**src/rtl/shift_deserializer_pkg.sv**
```systemverilog
// Shared definitions for the shift-register serial link.
// Holds the receiver state encoding so that the transmitter and link monitor
// decode the same values. Also holds the default word width.
package shift_deserializer_pkg;

    // Default word width of the link, in bits
    localparam int DEFAULT_W = 4;

    // Frame state: IDLE = no frame open, RECV = frame open and bits being taken
    typedef enum logic [0:0] {
        ST_IDLE = 1'b0,
        ST_RECV = 1'b1
    } link_state_t;

endpackage

```
**src/rtl/frame_bit_counter.sv**
```systemverilog
// Counts the serial bits taken within the frame that is currently open.
// Ports:
//   clk      clock, state changes on posedge
//   rst      asynchronous active-high reset, clears the count
//   load     frame start: count becomes 1 (the MSB has just been taken)
//   inc      one more non-final bit taken: count increments
//   clear    word completed: count returns to 0
//   terminal high while count == W-1, i.e. the next bit completes the word
// Priority is clear > load > inc. The count never wraps, because the owner
// clears it on the bit that completes the word.
module frame_bit_counter
    import shift_deserializer_pkg::*;
#(
    parameter int W = DEFAULT_W
) (
    input  logic clk,
    input  logic rst,
    input  logic load,
    input  logic inc,
    input  logic clear,
    output logic terminal
);

    localparam int CW = $clog2(W);

    logic [CW-1:0] count_r;

    // Bit counter register with clear/load/increment priority
    always_ff @(posedge clk or posedge rst) begin
        if (rst) begin
            count_r <= {CW{1'b0}};
        end else if (clear) begin
            count_r <= {CW{1'b0}};
        end else if (load) begin
            count_r <= CW'(1);
        end else if (inc) begin
            count_r <= count_r + CW'(1);
        end else begin
            count_r <= count_r;
        end
    end

    assign terminal = (count_r == CW'(W - 1));

endmodule

```
**src/rtl/shift_deserializer.sv**
```systemverilog
// Serial-in/parallel-out receiver for the shift-register link.
// Captures an MSB-first bit stream and rebuilds W-bit words. Each completed
// word is presented with its complement behind a valid/acknowledge handshake.
// Ports:
//   C   clock (posedge)
//   R   asynchronous active-high reset
//   SI  serial data bit, sampled only while SV=1
//   SV  serial valid
//   F   frame start (qualified by SV); SI is the MSB of a new word
//   A   acknowledge; the consumer has taken Q while V=1
//   Q   last completed word (registered)
//   nQ  complement of Q (registered, updated together with Q)
//   V   word valid, held until acknowledged
//   OV  overrun: a word completed while the previous one was unacknowledged.
//       It is sticky until R.
// All outputs come straight from flops, so no input reaches an output
// combinationally.
module shift_deserializer
    import shift_deserializer_pkg::*;
#(
    parameter int W = DEFAULT_W
) (
    input  logic         C,
    input  logic         R,
    input  logic         SI,
    input  logic         SV,
    input  logic         F,
    input  logic         A,
    output logic [W-1:0] Q,
    output logic [W-1:0] nQ,
    output logic         V,
    output logic         OV
);

    link_state_t   state_r;
    link_state_t   state_nxt_s;

    // Only the low W-1 bits of the shift register are ever observed. The top
    // bit is always shifted out before a word completes, so it is not stored.
    logic [W-2:0]  sr_r;
    logic [W-2:0]  sr_nxt_s;
    logic [W-1:0]  word_s;

    logic [W-1:0]  q_r;
    logic [W-1:0]  q_nxt_s;
    logic [W-1:0]  nq_r;
    logic [W-1:0]  nq_nxt_s;
    logic          v_r;
    logic          v_nxt_s;
    logic          ov_r;
    logic          ov_nxt_s;

    logic          cnt_load_s;
    logic          cnt_inc_s;
    logic          cnt_clear_s;
    logic          cnt_terminal_s;
    logic          done_s;

    assign word_s = {sr_r, SI};

    frame_bit_counter #(
        .W (W)
    ) u_frame_bit_counter (
        .clk      (C),
        .rst      (R),
        .load     (cnt_load_s),
        .inc      (cnt_inc_s),
        .clear    (cnt_clear_s),
        .terminal (cnt_terminal_s)
    );

    // Frame FSM next-state logic: shift control and word-completion detect
    always_comb begin
        state_nxt_s = state_r;
        sr_nxt_s    = sr_r;
        cnt_load_s  = 1'b0;
        cnt_inc_s   = 1'b0;
        cnt_clear_s = 1'b0;
        done_s      = 1'b0;
        case (state_r)
            ST_IDLE: begin
                if (SV && F) begin
                    sr_nxt_s    = word_s[W-2:0];
                    cnt_load_s  = 1'b1;
                    state_nxt_s = ST_RECV;
                end else begin
                    // No frame open: bits without F are discarded
                    state_nxt_s = ST_IDLE;
                end
            end
            ST_RECV: begin
                if (!SV) begin
                    // Gap in the stream: hold everything
                    state_nxt_s = ST_RECV;
                end else if (F) begin
                    // Restart: the partial word is abandoned and SI is the new MSB
                    sr_nxt_s    = word_s[W-2:0];
                    cnt_load_s  = 1'b1;
                    state_nxt_s = ST_RECV;
                end else if (cnt_terminal_s) begin
                    sr_nxt_s    = word_s[W-2:0];
                    cnt_clear_s = 1'b1;
                    done_s      = 1'b1;
                    state_nxt_s = ST_IDLE;
                end else begin
                    sr_nxt_s    = word_s[W-2:0];
                    cnt_inc_s   = 1'b1;
                    state_nxt_s = ST_RECV;
                end
            end
            default: begin
                state_nxt_s = ST_IDLE;
                cnt_clear_s = 1'b1;
            end
        endcase
    end

    // Output handshake: publish a completed word, retire on acknowledge, flag overrun
    always_comb begin
        q_nxt_s  = q_r;
        nq_nxt_s = nq_r;
        v_nxt_s  = v_r;
        ov_nxt_s = ov_r;
        if (done_s) begin
            // An acknowledge on the completion edge frees the slot for the new word
            if (!v_r || A) begin
                q_nxt_s  = word_s;
                nq_nxt_s = ~word_s;
                v_nxt_s  = 1'b1;
            end else begin
                ov_nxt_s = 1'b1;
            end
        end else if (v_r && A) begin
            v_nxt_s = 1'b0;
        end else begin
            v_nxt_s = v_r;
        end
    end

    // State, shift register and registered outputs
    always_ff @(posedge C or posedge R) begin
        if (R) begin
            state_r <= ST_IDLE;
            sr_r    <= {(W-1){1'b0}};
            q_r     <= {W{1'b0}};
            nq_r    <= {W{1'b1}};
            v_r     <= 1'b0;
            ov_r    <= 1'b0;
        end else begin
            state_r <= state_nxt_s;
            sr_r    <= sr_nxt_s;
            q_r     <= q_nxt_s;
            nq_r    <= nq_nxt_s;
            v_r     <= v_nxt_s;
            ov_r    <= ov_nxt_s;
        end
    end

    assign Q  = q_r;
    assign nQ = nq_r;
    assign V  = v_r;
    assign OV = ov_r;

endmodule
```
**config.mk**
```make
export PLATFORM = sky130hd
export DESIGN_NAME = shift_deserializer
export DESIGN_NICKNAME = d
export VERILOG_FILES = /design/src/rtl/shift_deserializer_pkg.sv /design/src/rtl/frame_bit_counter.sv /design/src/rtl/shift_deserializer.sv
export SDC_FILE = /design/constraint.sdc
export NUM_CORES = 1
export LEC_CHECK = 0
export ABC_CLOCK_PERIOD_IN_PS = 1900
export CELL_PAD_IN_SITES_DETAIL_PLACEMENT = 1
export CELL_PAD_IN_SITES_GLOBAL_PLACEMENT = 1
export CORE_MARGIN = 2
export CORE_UTILIZATION = 37
export CTS_CLUSTER_SIZE = 28
export DETAILED_ROUTE_END_ITERATION = 12
export GPL_TIMING_DRIVEN = 0
export PLACE_DENSITY = 0.79
export SLEW_MARGIN = 15
export SYNTH_ARGS = -nofsm -noshare
export SYNTH_HDL_FRONTEND = slang
export SYNTH_HIERARCHICAL = 1
export SYNTH_SLANG_ARGS = --single-unit
```
**constraint.sdc**
```tcl
create_clock -name C -period 1.9 [get_ports C]
set_input_delay 0.475 -clock C [delete_from_list [all_inputs] [get_ports C]]
set_output_delay 0.475 -clock C [all_outputs]
set_load 0.01 [all_outputs]
```
==> flow_summary_export.csv <==
group,metric,value,unit
power_and_ir_drop,ir_drop,0.576,mV
synthesis,synth.distinct_cells,20,
global_routing,grt_pass1_vias,456,
timing,finalClockSkew,0.00278,ns
synthesis,yosysTopAreaCell,"dfrtp_1",
timing,slew_viol_final,0,
cts,cts_setup_buffers,0,
timing,slew_headroom,63.8,%
global_routing,grt_overflow,0,
global_routing,grt_max_degree,15,
synthesis,ys_warn_count,6,
setup_path,worstPathRequired,1.42,ns
setup_path,cp_data_arrival_time,1.36,ns
global_routing,grt_pass1_wl,2090,um
cts,cts-htree-levels,1,
final_layout,finalNetCount,79,
floorplan,start_util,40.1,%
placed_design,place_area,881,um^2
global_routing,antenna_found_initial,0,
power_and_ir_drop,pwr-share-seq,45.2,%
timing,finalHoldViolations,0,
cts,postCtsHoldBufs,0,
timing,rsz0062_at_grt,"false",
synthesis,yosys_register_bits,16,
synthesis,syn_inst,52,
synthesis,netlist_area,699,um^2
synthesis,seq_area_frac_synth,58.0,%
cts,clk_pin_slew,0.10,ns
drt,drt_iter0_drc,1,
placed_design,post-dp-hpwl,970,um
floorplan,fp.dieArea,0.00225,mm^2
setup_path,r2r_end,"Q[2]",
drt,via_per_inst,4.64,
setup_path,r2r_cells,6,
final_layout,fin_cells,96,
final_layout,final_common_cell,"clkdlybuf4s50_1",
final_layout,design_area,917,um^2
placed_design,pre_cts_ws,-0.140,ns
setup_path,crit_type,"flip-flop to output pin",
floorplan,die_w,47.5,um
power_and_ir_drop,p_clk_share,16.4,%
cts,clockBufferDepth,2,
power_and_ir_drop,combPwrFrac,38.4,%
final_layout,antennaDiodeCount,0,
cts,cts_resized,0,
drt,num_vias,445,
cts,tritoncts,"built",
cts,clock_latency,0.28,ns
cts,cts_sinks,16,
final_layout,final_cell_mix,"clkdlybuf4s50_1 (15), dfrtp_1 (12), a21oi_1 (7)",
setup_path,startpoint_type,"flip-flop",
setup_path,slowest_delay,0.55,ns
floorplan,ios,16,
drt,drc,0,
final_layout,area_delta_synth_final,31.1,%
status,outcome,"finished, final reports clean",
drt,drtAntennaViolNets,0,
timing,setup_ws,0.0662,ns
power_and_ir_drop,powerDensity,1490,mW/mm^2
drt,routedWlPerCell,13.4,um
job,max-cap-violations,0,
cts,cts_root_buf,"clkbuf_4",
worst_hold_path,hold_class,"primary input to asynchronous set/reset pin",
setup_path,critPathSlowestCell,"dfstp_2",
final_layout,num-fill-cells,189,
floorplan,core.rowCount,15,
timing,setup_viol,0,
floorplan,fp.dieH,47.5,um
setup_path,r2r_setup_slack,0.32,ns
placed_design,place.gp.congestion,0.658,
setup_path,path_max_fanout,2,
floorplan,coreArea,0.00175,mm^2
global_routing,grtUsageTotal,14.1,%
power_and_ir_drop,switching_share,29.8,%
power_and_ir_drop,internal_power,0.962,mW
setup_path,end_kind,"output pin",
power_and_ir_drop,p_leak,0.404,nW
drt,routed_wl,1290,um
placed_design,dp.cells,92,
setup_path,crit_buf_inv,1,
drt,drt_first_pass_iters,2,
synthesis,synth_area_leaders,"dfrtp_1 (43%), dfstp_2 (15%), mux2_4 (8.6%), a21oi_1 (5.0%), mux2_2 (4.8%)",
final_layout,final_util,52.5,%
synthesis,synth_nets,59,
synthesis,synth.top_cell.area_share,42.9,%
setup_path,rr_startpoint,"u_frame_bit_counter/count_r[0]",
synthesis,syn-mean-instance-area,13.5,um^2
timing,min_period,1.83,ns
setup_path,crit_cells,1,
power_and_ir_drop,p_sw,0.408,mW
placed_design,port_buffers,15,
final_layout,layout-drive-gt1-share,28.2,%
timing,clock.fmax,0.545,GHz
timing,tightest_slew,0.542,ns
timing,period_share,96.5,%
setup_path,cp_top_family,"flip-flops",
setup_path,path_cells,"clkdlybuf4s50_1",
cts,numCtsBuffers,3,
power_and_ir_drop,totalPowerFinal,1.37,mW
[power by group through the flow]
| stage | sequential, mW | clock, mW | combinational [mW] |
|---|---|---|---|
| 2_1_floorplan | 0.654 | 0 | 0.240 |
| 3_3_place_gp | 0.615 | 0 | 0.515 |
| 3_5_place_dp | 0.627 | 0 | 0.529 |
| 4_1_cts | 0.622 | 0.231 | 0.536 |
| 5_1_grt | 0.638 | 0.253 | 0.578 |
| 6_report | 0.619 | 0.224 | 0.526 |
[layout make-up]
class,count,area (um^2),share of cell area [%]
Clock buffer,4,36.3,3.96
Buffer,1,15.0,1.64
Inverter,5,21.3,2.32
Tap cell,25,31.3,3.41
Multi-Input combinational cell,30,258,28.1
Sequential cell,16,405,44.2
Timing Repair Buffer,15,150,16.4
[worst max path at each step]
| stage | endpoint | startpoint |
|---|---|---|
| 5_1_grt | nQ[0] | nQ[0] |
| 6_report | nQ[0] | nQ[0] |
| 4_1_cts | nQ[0] | nQ[0] |
| 3_3_place_gp | Q[0] | SV |
| 2_1_floorplan | Q[0] | u_frame_bit_counter/count_r[0] |
| 3_5_place_dp | Q[2] | SV |
[per-layer routing]
layer | vias up | global-route usage (%) | routed length, um
met2 | 8 | 20.3 | 643
met1 | 219 | 19.1 | 589
met4 | 0 | 8.33 | 19
met5 | - | 0 | 0
li1 | 216 | - | -
met3 | 2 | 3.40 | 34
[Yosys cell counts (all sizes together)]
library cell  count
a21o              1
mux2              7
nand2             3
inv               5
dfstp             4
nand2b            1
nand4b            1
o21bai            1
dfrtp            12
ha                1
and2              2
buf               1
nor3              2
xnor2             1
a21oi             7
mux2i             2
o21ai             1
[state kept, by name, summed over array words and instances, names as in the netlist]
register and flops:
OV 1, Q 4, V 1, nQ 4, sr_r 3, state_r 1
u_frame_bit_counter/count_r 2
[through the flow]
| stage | hold WS, ns | TNS, ns |
|---|---|---|
| floorplan | 0.216 | 0 |
| global placement | 0.430 | -0.343 |
| detailed placement | 0.436 | -0.515 |
| CTS | 0.353 | 0 |
| global route | 0.371 | 0 |
| finish | 0.357 | 0 |
[kinds of logic (layout without fill, tap and decap cells)]
| family | after synthesis | count (layout) | synth area share (%) |
|---|---|---|---|
| flip-flops | 16 | 16 | 58.0 |
| AO/OA/AOI/OAI | 10 | 10 | 7.87 |
| multiplexers | 9 | 9 | 16.3 |
| AND/OR/NAND/NOR | 9 | 9 | 9.66 |
| buffers and inverters | 6 | 25 | 5.19 |
| adder cells (fa/ha/maj) | 1 | 1 | 1.79 |
| XOR/XNOR | 1 | 1 | 1.25 |
Power figures use the tool's default switching activity.
